`config.mk`:
```
export PLATFORM = sky130hd
export DESIGN_NAME = int_div_rem_arbiter
export DESIGN_NICKNAME = d
export VERILOG_FILES = /design/src/rtl/int_div_rem_arb_pkg.sv /design/src/rtl/int_div_rem_arbiter_round_robin_arb.sv /design/src/rtl/int_div_rem_arbiter.sv
export SDC_FILE = /design/constraint.sdc
export NUM_CORES = 1
export LEC_CHECK = 0
export ABC_AREA = 1
export CAP_MARGIN = 25
export CORE_AREA = 2 2 356 358
export CTS_BUF_LIST = sky130_fd_sc_hd__clkbuf_8
export DETAILED_ROUTE_END_ITERATION = 6
export DIE_AREA = 0 0 358 360
export SLEW_MARGIN = 5
export SYNTH_ARGS = -nofsm -noshare
export SYNTH_HDL_FRONTEND = slang
export SYNTH_HIERARCHICAL = 1
export SYNTH_SLANG_ARGS = --single-unit
```
`constraint.sdc`:
```
create_clock -name clk -period 4.2 [get_ports clk]
set_input_delay 0.84 -clock clk [delete_from_list [all_inputs] [get_ports clk]]
set_output_delay 0.84 -clock clk [all_outputs]
set_load 0.1 [all_outputs]
```
`src/rtl/int_div_rem_arb_pkg.sv`:
```
// Shared types for the divider/remainder arbiter: FSM state encoding and
// the width helper used to size requester indices.
package int_div_rem_arb_pkg;

    typedef enum logic [1:0] {
        IDLE  = 2'd0,
        ISSUE = 2'd1,
        WAIT  = 2'd2
    } arb_state_e;

    // A single requester still needs a 1-bit index so port widths stay legal.
    function automatic int owner_width(input int n);
        return (n > 1) ? $clog2(n) : 1;
    endfunction

endpackage

```
`src/rtl/int_div_rem_arbiter_round_robin_arb.sv`:
```
// Combinational round-robin picker: the first set request at or above prio,
// wrapping around, found by rotate / priority-encode / un-rotate.
module round_robin_arb
    import int_div_rem_arb_pkg::*;
#(
    parameter  int nreqs = 4,
    localparam int ow    = owner_width(nreqs)
) (
    input  logic [nreqs-1:0] reqs,
    input  logic [ow-1:0]    prio,
    output logic [ow-1:0]    grant_idx,
    output logic             grant_any
);

    logic [nreqs-1:0] rotated;
    logic [ow-1:0]    enc;
    logic [ow:0]      sum;

    // NOTE: every variable gets a default at the top of the block so no path
    // through it can leave a value unassigned and infer a latch.
    always_comb begin
        rotated = nreqs'({reqs, reqs} >> prio);
        enc     = '0;
        for (int i = nreqs - 1; i >= 0; i--) begin
            if (rotated[i]) enc = ow'(i);
        end
        // Un-rotate with an explicit modulo so non-power-of-two counts wrap.
        sum = {1'b0, prio} + {1'b0, enc};
        if (sum >= (ow + 1)'(nreqs)) sum = sum - (ow + 1)'(nreqs);
        grant_idx = sum[ow-1:0];
        grant_any = |reqs;
    end

endmodule

```
`src/rtl/int_div_rem_arbiter.sv`:
```
// Shares one iterative divider/remainder unit among nreqs val/rdy requesters;
// the granted requester owns the divider until its response is delivered.
module int_div_rem_arbiter
    import int_div_rem_arb_pkg::*;
#(
    parameter int nbits = 64,
    parameter int nreqs = 4
) (
    input  logic                       clk,
    input  logic                       reset,

    input  logic [nreqs*2*nbits-1:0]   in_req_msg,
    input  logic [nreqs-1:0]           in_req_val,
    output logic [nreqs-1:0]           in_req_rdy,

    output logic [2*nbits-1:0]         out_resp_msg,
    output logic [nreqs-1:0]           out_resp_val,
    input  logic [nreqs-1:0]           out_resp_rdy,

    output logic [2*nbits-1:0]         div_req_msg,
    output logic                       div_req_val,
    input  logic                       div_req_rdy,

    input  logic [2*nbits-1:0]         div_resp_msg,
    input  logic                       div_resp_val,
    output logic                       div_resp_rdy
);

    localparam int mw = 2 * nbits;
    localparam int ow = owner_width(nreqs);

    arb_state_e    state, state_next;
    logic [ow-1:0] owner, owner_next;
    logic [ow-1:0] prio, prio_next;

    logic [ow-1:0] grant_idx;
    logic          grant_any;

    round_robin_arb #(.nreqs(nreqs)) u_rr_arb (
        .reqs      (in_req_val),
        .prio      (prio),
        .grant_idx (grant_idx),
        .grant_any (grant_any)
    );

    // NOTE: state registers use non-blocking assignments and a synchronous
    // reset, so every register updates from the same pre-edge values.
    always_ff @(posedge clk) begin
        if (reset) begin
            state <= IDLE;
            owner <= '0;
            prio  <= '0;
        end else begin
            state <= state_next;
            owner <= owner_next;
            prio  <= prio_next;
        end
    end

    always_comb begin
        state_next = state;
        owner_next = owner;
        prio_next  = prio;
        case (state)
            IDLE: begin
                if (grant_any) begin
                    owner_next = grant_idx;
                    state_next = ISSUE;
                end
            end
            ISSUE: begin
                // A withdrawn request gives up the grant without moving prio.
                if (!in_req_val[owner])  state_next = IDLE;
                else if (div_req_rdy)    state_next = WAIT;
            end
            WAIT: begin
                if (div_resp_val && out_resp_rdy[owner]) begin
                    prio_next  = (int'(owner) == nreqs - 1) ? '0 : owner + ow'(1);
                    state_next = IDLE;
                end
            end
            default: state_next = IDLE;
        endcase
    end

    // Request-side outputs see only the owner's valid and the divider's ready,
    // never other requesters, so no combinational path crosses requesters.
    always_comb begin
        in_req_rdy   = '0;
        out_resp_val = '0;
        div_req_val  = 1'b0;
        div_resp_rdy = 1'b0;
        div_req_msg  = in_req_msg[int'(owner)*mw +: mw];
        out_resp_msg = div_resp_msg;
        if (!reset) begin
            case (state)
                ISSUE: begin
                    div_req_val       = in_req_val[owner];
                    in_req_rdy[owner] = div_req_rdy;
                end
                WAIT: begin
                    out_resp_val[owner] = div_resp_val;
                    div_resp_rdy        = out_resp_rdy[owner];
                end
                default: ;
            endcase
        end
    end

endmodule
```
* Yosys cells after proc, flatten, opt, wreduce, memory -nomap -nowiden
Index checks and enable logic that the tools add are counted.
Cells by class: add/sub/neg operators 3, $lt $le $gt $ge 3, equal/unequal tests 6, shifts and indexed selects 2, mux-type cells 25, bitwise logic cells 2, reductions and logical operators 7
Operators with widths (number):
- 512-bit by 10-bit indexed part select with 128-bit output | 1
- 2-bit 2-to-1 mux | 10
- 4-bit 2-to-1 mux | 4
- 4-bit bitwise AND | 2
- 8-bit by 2-bit >> shifter with 4-bit output | 1
- 1-bit 2-to-1 mux | 7
- 2-bit one-hot mux with 3 select lines | 1
- 1-bit binary-select mux with 2-bit select | 2
- 2-bit by 1-bit == test with 1-bit output, second input constant | 2
- 2-bit != test, second input constant | 2
- 2-bit AND reduction | 2
- 4-bit OR reduction | 1
- 2-bit by 2-bit adder with 3-bit output | 1
- 3-bit >= comparator, second input constant | 1
- 2-bit by 3-bit less-than comparator with 1-bit output, second input constant | 1
- 3-bit != test, second input constant | 1
- 3-bit AND reduction | 1
- 2-bit by 1-bit adder with 2-bit output, second input constant | 1
- 1-bit demux with 2-bit select | 1
- 2-bit == test, second input constant | 1
- 2-bit by 1-bit >= comparator with 1-bit output, second input constant | 1
- 1-bit logical AND | 2
- 2-bit logical NOT | 1
- 2-bit by 1-bit subtractor with 2-bit output, second input constant | 1
Storage, ports and cells: bits in registers 6, output and inout port bits 266

* Longest topological paths before layout
Gate-level depths: netlist (run 1).
word-level depth 8, gate-level depth with buffers 13, gate-level depth less buffers 13

* Modules after synthesis
The synthesis (run 1) kept the hierarchy.
By module, submodules not included:
- int_div_rem_arbiter | instances 1, cells an instance 930, area each 4968.5 sq um, seq. area each 120.1 sq um
- round_robin_arb | instances 1, cells an instance 35, area each 167.7 sq um, seq. area each 0.0 sq um

* Least setup slack after synthesis (run 1)
No wires, ideal clock.
path kind input to output, start point in div_resp_val, end point out out_resp_val[0], arrival 3177 ps, setup slack 183 ps, cell stages on the path 4, cell sequence inv_1 -> nor2_1 -> inv_1 -> nor3_1
On the way: cells in the longest elaborated chain, start to end 3
Ends and longest elaborated chain:
- start, declared | RTL line int_div_rem_arbiter.sv:25 | input logic div_resp_val,
- 4-bit bitwise AND (no source line)
- 4-bit 2-to-1 mux | RTL line int_div_rem_arbiter.sv:96 | case (state)
- 4-bit 2-to-1 mux | RTL line int_div_rem_arbiter.sv:95 | if (!reset) begin
- end, declared | RTL line int_div_rem_arbiter.sv:17 | output logic [nreqs-1:0] out_resp_val,
Every way passes these cells.

* Worst setup path after layout (run 1)
start point reg owner[0], end point out div_req_msg[124]
On the way: cells in the longest elaborated chain, start to end 1
Ends and longest elaborated chain:
- start, declared | RTL line int_div_rem_arbiter.sv:33 | logic [ow-1:0] owner, owner_next;
- start signal, assigned | RTL line int_div_rem_arbiter.sv:55 | owner <= owner_next;
- 512-bit by 10-bit indexed part select with 128-bit output | RTL line int_div_rem_arbiter.sv:93 | div_req_msg = in_req_msg[int'(owner)*mw +: mw];
- end, declared | RTL line int_div_rem_arbiter.sv:20 | output logic [2*nbits-1:0] div_req_msg,
Every way passes these cells.

==> results of run 1 <==
-- worst max-delay path, cell delays in order (launching register included) --
cell                      delay (ps)
sky130_fd_sc_hd__dfxtp_4         650
sky130_fd_sc_hd__buf_4           490
sky130_fd_sc_hd__o21ai_0         460
sky130_fd_sc_hd__o22ai_1         350
sky130_fd_sc_hd__buf_4           360
-- metrics by stage --
stage / cell area (µm²) / instances / worst slack [ps] / hold slack (ps) / total power [mW]
detailed placement: 12900 / 3074 / 683 / 603 / 5.71
global route: 13000 / 3082 / 628 / 656 / 5.98
floorplan: 5140 / 965 / 183 / 517 / 4.09
global placement: 12900 / 3074 / 715 / 580 / 5.70
finish: 13000 / 3086 / 753 / 610 / 5.74
CTS: 13000 / 3077 / 677 / 610 / 5.82
-- state kept, by name (all words and copies together) (netlist names) --
register,flops
owner,2
prio,2
state,2
-- kinds of logic after synthesis --
kind of cell | count (synthesis)
DFF | 6
xor gates and xnor gates | 1
AOI/OAI and AO/OA | 392
buffers and inverters | 234
adders and majority gates | 5
and+or+nand+nor | 327
-- cell usage in the layout, fill, tap and decap left out, types with 2 or more instances in the layout --
master	instances
sky130_fd_sc_hd__a21oi_1	5
sky130_fd_sc_hd__buf_12	66
sky130_fd_sc_hd__buf_4	84
sky130_fd_sc_hd__o21ai_1	20
sky130_fd_sc_hd__dfxtp_4	2
sky130_fd_sc_hd__clkdlybuf4s50_1	523
sky130_fd_sc_hd__nor2_1	263
sky130_fd_sc_hd__nor3_1	8
sky130_fd_sc_hd__nand4_1	2
sky130_fd_sc_hd__inv_1	15
sky130_fd_sc_hd__o21ai_0	238
sky130_fd_sc_hd__o22ai_1	128
sky130_fd_sc_hd__nand2_1	34
sky130_fd_sc_hd__inv_2	3
sky130_fd_sc_hd__ha_1	5
sky130_fd_sc_hd__clkbuf_8	3
sky130_fd_sc_hd__dfxtp_1	4
sky130_fd_sc_hd__nand3_1	17
sky130_fd_sc_hd__diode_2	9
-- routing by layer --
metal	up-vias	wire [µm]	global-route usage
met5	-	366	0.0140
met4	40	1560	0.0146
met3	174	15900	0.0972
met2	880	45900	0.246
met1	4296	37400	0.163
li1	4159	-	-
-- worst min path at each step --
stage,start,to
finish,state[0],owner[1]
global route,state[0],owner[1]
CTS,state[0],owner[1]
detailed placement,state[0],owner[1]
global placement,state[0],owner[1]
floorplan,prio[0],prio[0]
-- cell type report --
type	instances	area, µm²
diodes	9	22.5
flip-flops and latches	6	128
clock buffers	3	41.3
well taps	1650	2060
inverters	20	92.6
multi-input cells	725	3470
fillers	14600	112000
repair buffers	673	7190
-- power by group --
| group | internal, mW | leakage, nW | switching, mW | total (mW) |
|---|---|---|---|---|
| Sequential | 0.0653 | 0.0505 | 0.0283 | 0.0936 |
| Combinational | 1.58 | 4.36 | 3.98 | 5.56 |
| Clock | 0.0620 | 0.0216 | 0.0291 | 0.0911 |
==> results.toml, run 1 <==
[route]
routed_wire_per_std_cell_um = 32.8
antenna_left = 0
drt_pass1_iterations = 7
route.final.wire_length_um = 101000
route.detailed.drc = 0
drtIter0Drc = 583
avgViaCountPerCell = 3.09
vias = 9549

[die]
die-width_um = 358
rows = 130
placeableCoreArea_mm2 = 0.125
fp.dieArea_mm2 = 0.129
boundaryPins = 918
floorplan.initialDensity = 0.0411
die_y_um = 360

[worst_setup_path]
critPathKind = "reg -> out"
r2r_start = "prio[0]"
startpoint = "owner[0]"
worst-endpoint-arrival_ps = 2610
crit_end = "div_req_msg[124]"
worst_reg2reg_endpoint = "owner[1]"
type_of_element_capturing_the_critical_path = "output port"
worstPathRequired_ps = 3360
critPathLaunchType = "flop"
ff2ff_setup_slack_ps = 2050
path_max_fanout = 36
timing.reg2reg.worst_path_depth = 13

[synth]
synth_sequential_area_ratio = 0.0234
synth_adder_area_share = 0.0122
yosys-mux-area-fraction = 0
synth_top_area_cell = "sky130_fd_sc_hd__o21ai_0"
leading_post_synthesis_cells_by_cell_area = "sky130_fd_sc_hd__o21ai_0, sky130_fd_sc_hd__buf_4, sky130_fd_sc_hd__nor2_1"
postSynthNetCount = 1622
top_count_cell_post_synth = "sky130_fd_sc_hd__nor2_1"
postSynthRegisterBits = 6
synth_compound_area_frac = 0.414
area_share_of_xor_xnor_cells_in_the_synthesized_design = 0.00171
mean_post_synth_cell_area_um2 = 5.32
postSynthCellCount = 965
synth_top_family_by_area = "compound AO/OA/AOI/OAI gates"
synth_largest_type_area_fraction = 0.232
synthArstFlopShare = 0
top_cell_types_by_occurrence_after_synthesis = "sky130_fd_sc_hd__nor2_1, sky130_fd_sc_hd__o21ai_0, sky130_fd_sc_hd__buf_4"
post_synth_num_cell_types = 26
synth.yosys.warnings = 6
synth_enable_flop_cells = 0
post_synth_instance_area_mm2 = 0.00514
synth_top_flop_cell = "sky130_fd_sc_hd__dfxtp_1"
simple_logic_cell_fraction_of_the_synthesized_area = 0.248

[finish]
finish.utilization = 0.104
finalNetCount = 2086
area_delta_synth_final_pct = 153
drive_gt1_frac = 0.113

[clock_tree]
tritoncts = "built"
post_cts_hold_buffer_count = 0
insertion_delay_ps = 230
cts.sinks = 6
clock_h_tree_levels = 1
max-clock-path-buffers = 2
clock_tree.root_cell = "sky130_fd_sc_hd__clkbuf_8"
cts.clk_slew.worst_paths_ps = 40
post_cts.resized_instances = 0
setup_bufs_post_cts = 0
cts-buffers-inserted = 3

[min_path]
worstHoldPathType = "reg -> reg"
min_path_cells = 3

[global_route]
grt_pass1_wl_um = 120000
globalRoute.totalOverflow = 0
grt_use_total = 0.149
antenna_found_initial = 108
grt_pass1_vias = 9213
grt_max_degree = 133

[sta]
setup_tns_ps = 0
period_share = 0.821
tightestPinTransition_ps = 933
slew_viol_final = 0
slew_headroom = 0.372
timing.final.crit_period_ps = 3450
setup_viol = 0
max_clock_freq_mhz = 290
final_hold_violation_count = 0
rsz0062_at_grt = "false"
fin_skew_ps = 6.92

[power_and_ir_drop]
cellPowerDensity_mw_per_mm2 = 442
power.leakage_nw = 4.43
largest_voltage_drop_on_the_vdd_net_mv = 0.279

[placed_design]
placement.io_buffers = 661
gp_congestion = 0.828
sum_of_net_half_perimeters_after_detailed_placement_um = 91500

[run_status]
outcome = "finished, final reports clean"

[job]
cap_violations = 0
Note: power is estimated with default switching activity, not from simulation.
==> run 2, diff against run 1 <==
--- a/config.mk
+++ b/config.mk
@@ -7,10 +7,10 @@
 export LEC_CHECK = 0
 export ABC_AREA = 1
 export CAP_MARGIN = 25
-export CORE_AREA = 2 2 356 358
+export CORE_AREA = 2 2 353 355
 export CTS_BUF_LIST = sky130_fd_sc_hd__clkbuf_8
 export DETAILED_ROUTE_END_ITERATION = 6
-export DIE_AREA = 0 0 358 360
+export DIE_AREA = 0 0 355 357
 export SLEW_MARGIN = 5
 export SYNTH_ARGS = -nofsm -noshare
 export SYNTH_HDL_FRONTEND = slang
==> constraint.sdc (replaced) <==
create_clock -name clk -period 3.5 [get_ports clk]
set_input_delay 0.7 -clock clk [delete_from_list [all_inputs] [get_ports clk]]
set_output_delay 0.7 -clock clk [all_outputs]
set_load 0.1 [all_outputs]
==> run 2 against run 1 <==
  * Cell count is essentially flat
  * First-iteration DRC count grew 33%
  * Worst hold slack lost 2.0 ps
  * Clock power grew 25%
  * Clock-buffer cell count is the same
  * Core utilization grew 1.1 points
  * Sequential power grew 0.6%
  * Critical endpoint is now in_req_rdy[0]
==> results.toml, run 2 (synthesis gave the netlist of run 1 again) <==
[route]
route.detailed.drc = 0
antenna_left = 0
vias = 9710
routed_wire_per_std_cell_um = 31.6
drt_pass1_iterations = 5
route.final.wire_length_um = 97500
drtIter0Drc = 776
avgViaCountPerCell = 3.14

[finish]
drive_gt1_frac = 0.121
largestRegisters = "owner x2, prio x2, state x2"
multi_input_area_mm2 = 0.00350
finish.utilization = 0.115
finalNetCount = 2092
n_fill_cell = 14300
most-common-layout-cells = "sky130_fd_sc_hd__clkdlybuf4s50_1, sky130_fd_sc_hd__nor2_1, sky130_fd_sc_hd__o21ai_0"
area_delta_synth_final_pct = 175
sequential_cell_area_um2 = 128
mostFrequentLayoutCell = "sky130_fd_sc_hd__clkdlybuf4s50_1"

[worst_setup_path]
ff2ff_setup_slack_ps = 1400
timing.reg2reg.worst_path_depth = 13
critPathLaunchType = "input pin"
type_of_element_capturing_the_critical_path = "output port"
r2r_start = "prio[0]"
path_max_fanout = 14
crit_end = "in_req_rdy[0]"
timing.critical_path.slowest_stage_cell = "sky130_fd_sc_hd__clkdlybuf4s50_1"
worst-endpoint-arrival_ps = 2410
worstPathRequired_ps = 2800
path_cells = "clkdlybuf4s50_1 -> nor3_1 -> buf_4 -> buf_12"
worst_reg2reg_endpoint = "owner[1]"
startpoint = "reset"
slowest_stage_delay_cp_ps = 890
critPathKind = "in -> out"

[clock_tree]
cts.sinks = 6
max-clock-path-buffers = 2
cts.clk_slew.worst_paths_ps = 40
clock_h_tree_levels = 1
clock_tree.root_cell = "sky130_fd_sc_hd__clkbuf_8"
post_cts.resized_instances = 0
cts-buffers-inserted = 3
setup_bufs_post_cts = 0
post_cts_hold_buffer_count = 0
tritoncts = "built"
insertion_delay_ps = 230

[placed_design]
gp_congestion = 0.894
placement.io_buffers = 661
sum_of_net_half_perimeters_after_detailed_placement_um = 88900

[sta]
slew_headroom = 0.332
slew_viol_final = 0
rsz0062_at_grt = "false"
final_hold_violation_count = 0
period_share = 0.889
tightestPinTransition_ps = 1000
timing.final.crit_period_ps = 3110
max_clock_freq_mhz = 321
fin_skew_ps = 4.64
setup_viol = 0

[global_route]
grt_max_degree = 124
antenna_found_initial = 85
grt_pass1_wl_um = 116000
grt_pass1_vias = 9169
grt_use_total = 0.145
globalRoute.totalOverflow = 0

[power_and_ir_drop]
power_frac_seq = 0.012
net-switching-power_mw = 5.04
power.clock.fraction = 0.015
share_comb_of_total_power = 0.973
power.leakage_nw = 4.83
cellPowerDensity_mw_per_mm2 = 544
internal_power_mw = 2.63
power.total_mw = 7.67
sw_frac_of_total = 0.658
largest_voltage_drop_on_the_vdd_net_mv = 0.389

[die]
floorplan.initialDensity = 0.0418
placeableCoreArea_mm2 = 0.123
fp.dieArea_mm2 = 0.127
die-width_um = 355
rows = 129
boundaryPins = 918
die_y_um = 357

[min_path]
min-delay-start = "prio[1]"
worstHoldPathType = "reg -> reg"

[run_status]
outcome = "finished, final reports clean"

[job]
cap_violations = 0
## run 2: cell count changes in the layout (fill, tap and decap cells not counted), sizes merged
| cell | previous run | this run |
|---|---|---|
| buf | 150 | 156 |
| diode | 9 | 17 |
| inv | 19 | 20 |
## run 2: how the worst min path moves through the flow
stage               endpoint  slack (ps)  cells past startpoint
finish               prio[1]         610                      2
global route         prio[1]         640                      2
CTS                  prio[0]         620                      2
global placement    state[0]         580                      3
detailed placement   prio[0]         610                      2
floorplan            prio[0]         520                      2
## run 2: area by class of cell
cell class,instances,share of cell area
repair buffers,679,0.585
multi-input cells,725,0.248
well taps,1637,0.145
flip-flops and latches,6,0.00905
inverters,20,0.00657
diodes,17,0.00302
clock buffers,3,0.00293
clock inverters,1,0.000266
## run 2: worst max-delay path: cells and delay by family
family	cells	cell delay, ps
AND/OR/NAND/NOR	1	460
buffers and inverters	3	1230
## run 2: routing by layer
layer | global-route usage | vias up | wire length (µm)
met1 | 0.158 | 4462 | 35900
met5 | 0 | - | 251
met3 | 0.100 | 166 | 15500
met4 | 0.0218 | 38 | 2170
met2 | 0.236 | 864 | 43700
li1 | - | 4180 | -
## run 2: stage by stage
step / TNS [ps] / area (µm²) / std cells / setup slack (ps) / hold slack (ps)
2_1_floorplan: -709 / 5170 / 965 / -354 / 517
3_3_place_gp: 0 / 14000 / 3066 / 226 / 584
3_5_place_dp: 0 / 14000 / 3067 / 281 / 613
4_1_cts: 0 / 14100 / 3071 / 286 / 620
5_1_grt: 0 / 14100 / 3077 / 241 / 644
6_report: 0 / 14100 / 3088 / 388 / 608
## run 2: power by group through the flow
stage	registers, mW	logic (mW)	clock network (mW)
after floorplan	0.0848	4.82	0
after global routing	0.0949	7.74	0.120
final	0.0942	7.46	0.114
after CTS	0.0944	7.54	0.114
after global placement	0.0947	7.51	0
after detailed placement	0.0956	7.53	0
==> run 3, diff against run 2 <==
--- a/config.mk
+++ b/config.mk
@@ -11,6 +11,8 @@
 export CTS_BUF_LIST = sky130_fd_sc_hd__clkbuf_8
 export DETAILED_ROUTE_END_ITERATION = 6
 export DIE_AREA = 0 0 355 357
+export GPL_ROUTABILITY_DRIVEN = 0
+export SETUP_SLACK_MARGIN = 0.1
 export SLEW_MARGIN = 5
 export SYNTH_ARGS = -nofsm -noshare
 export SYNTH_HDL_FRONTEND = slang
==> results of run 3 <==
Final layout, timing and power as in run 2 (identical DEF).
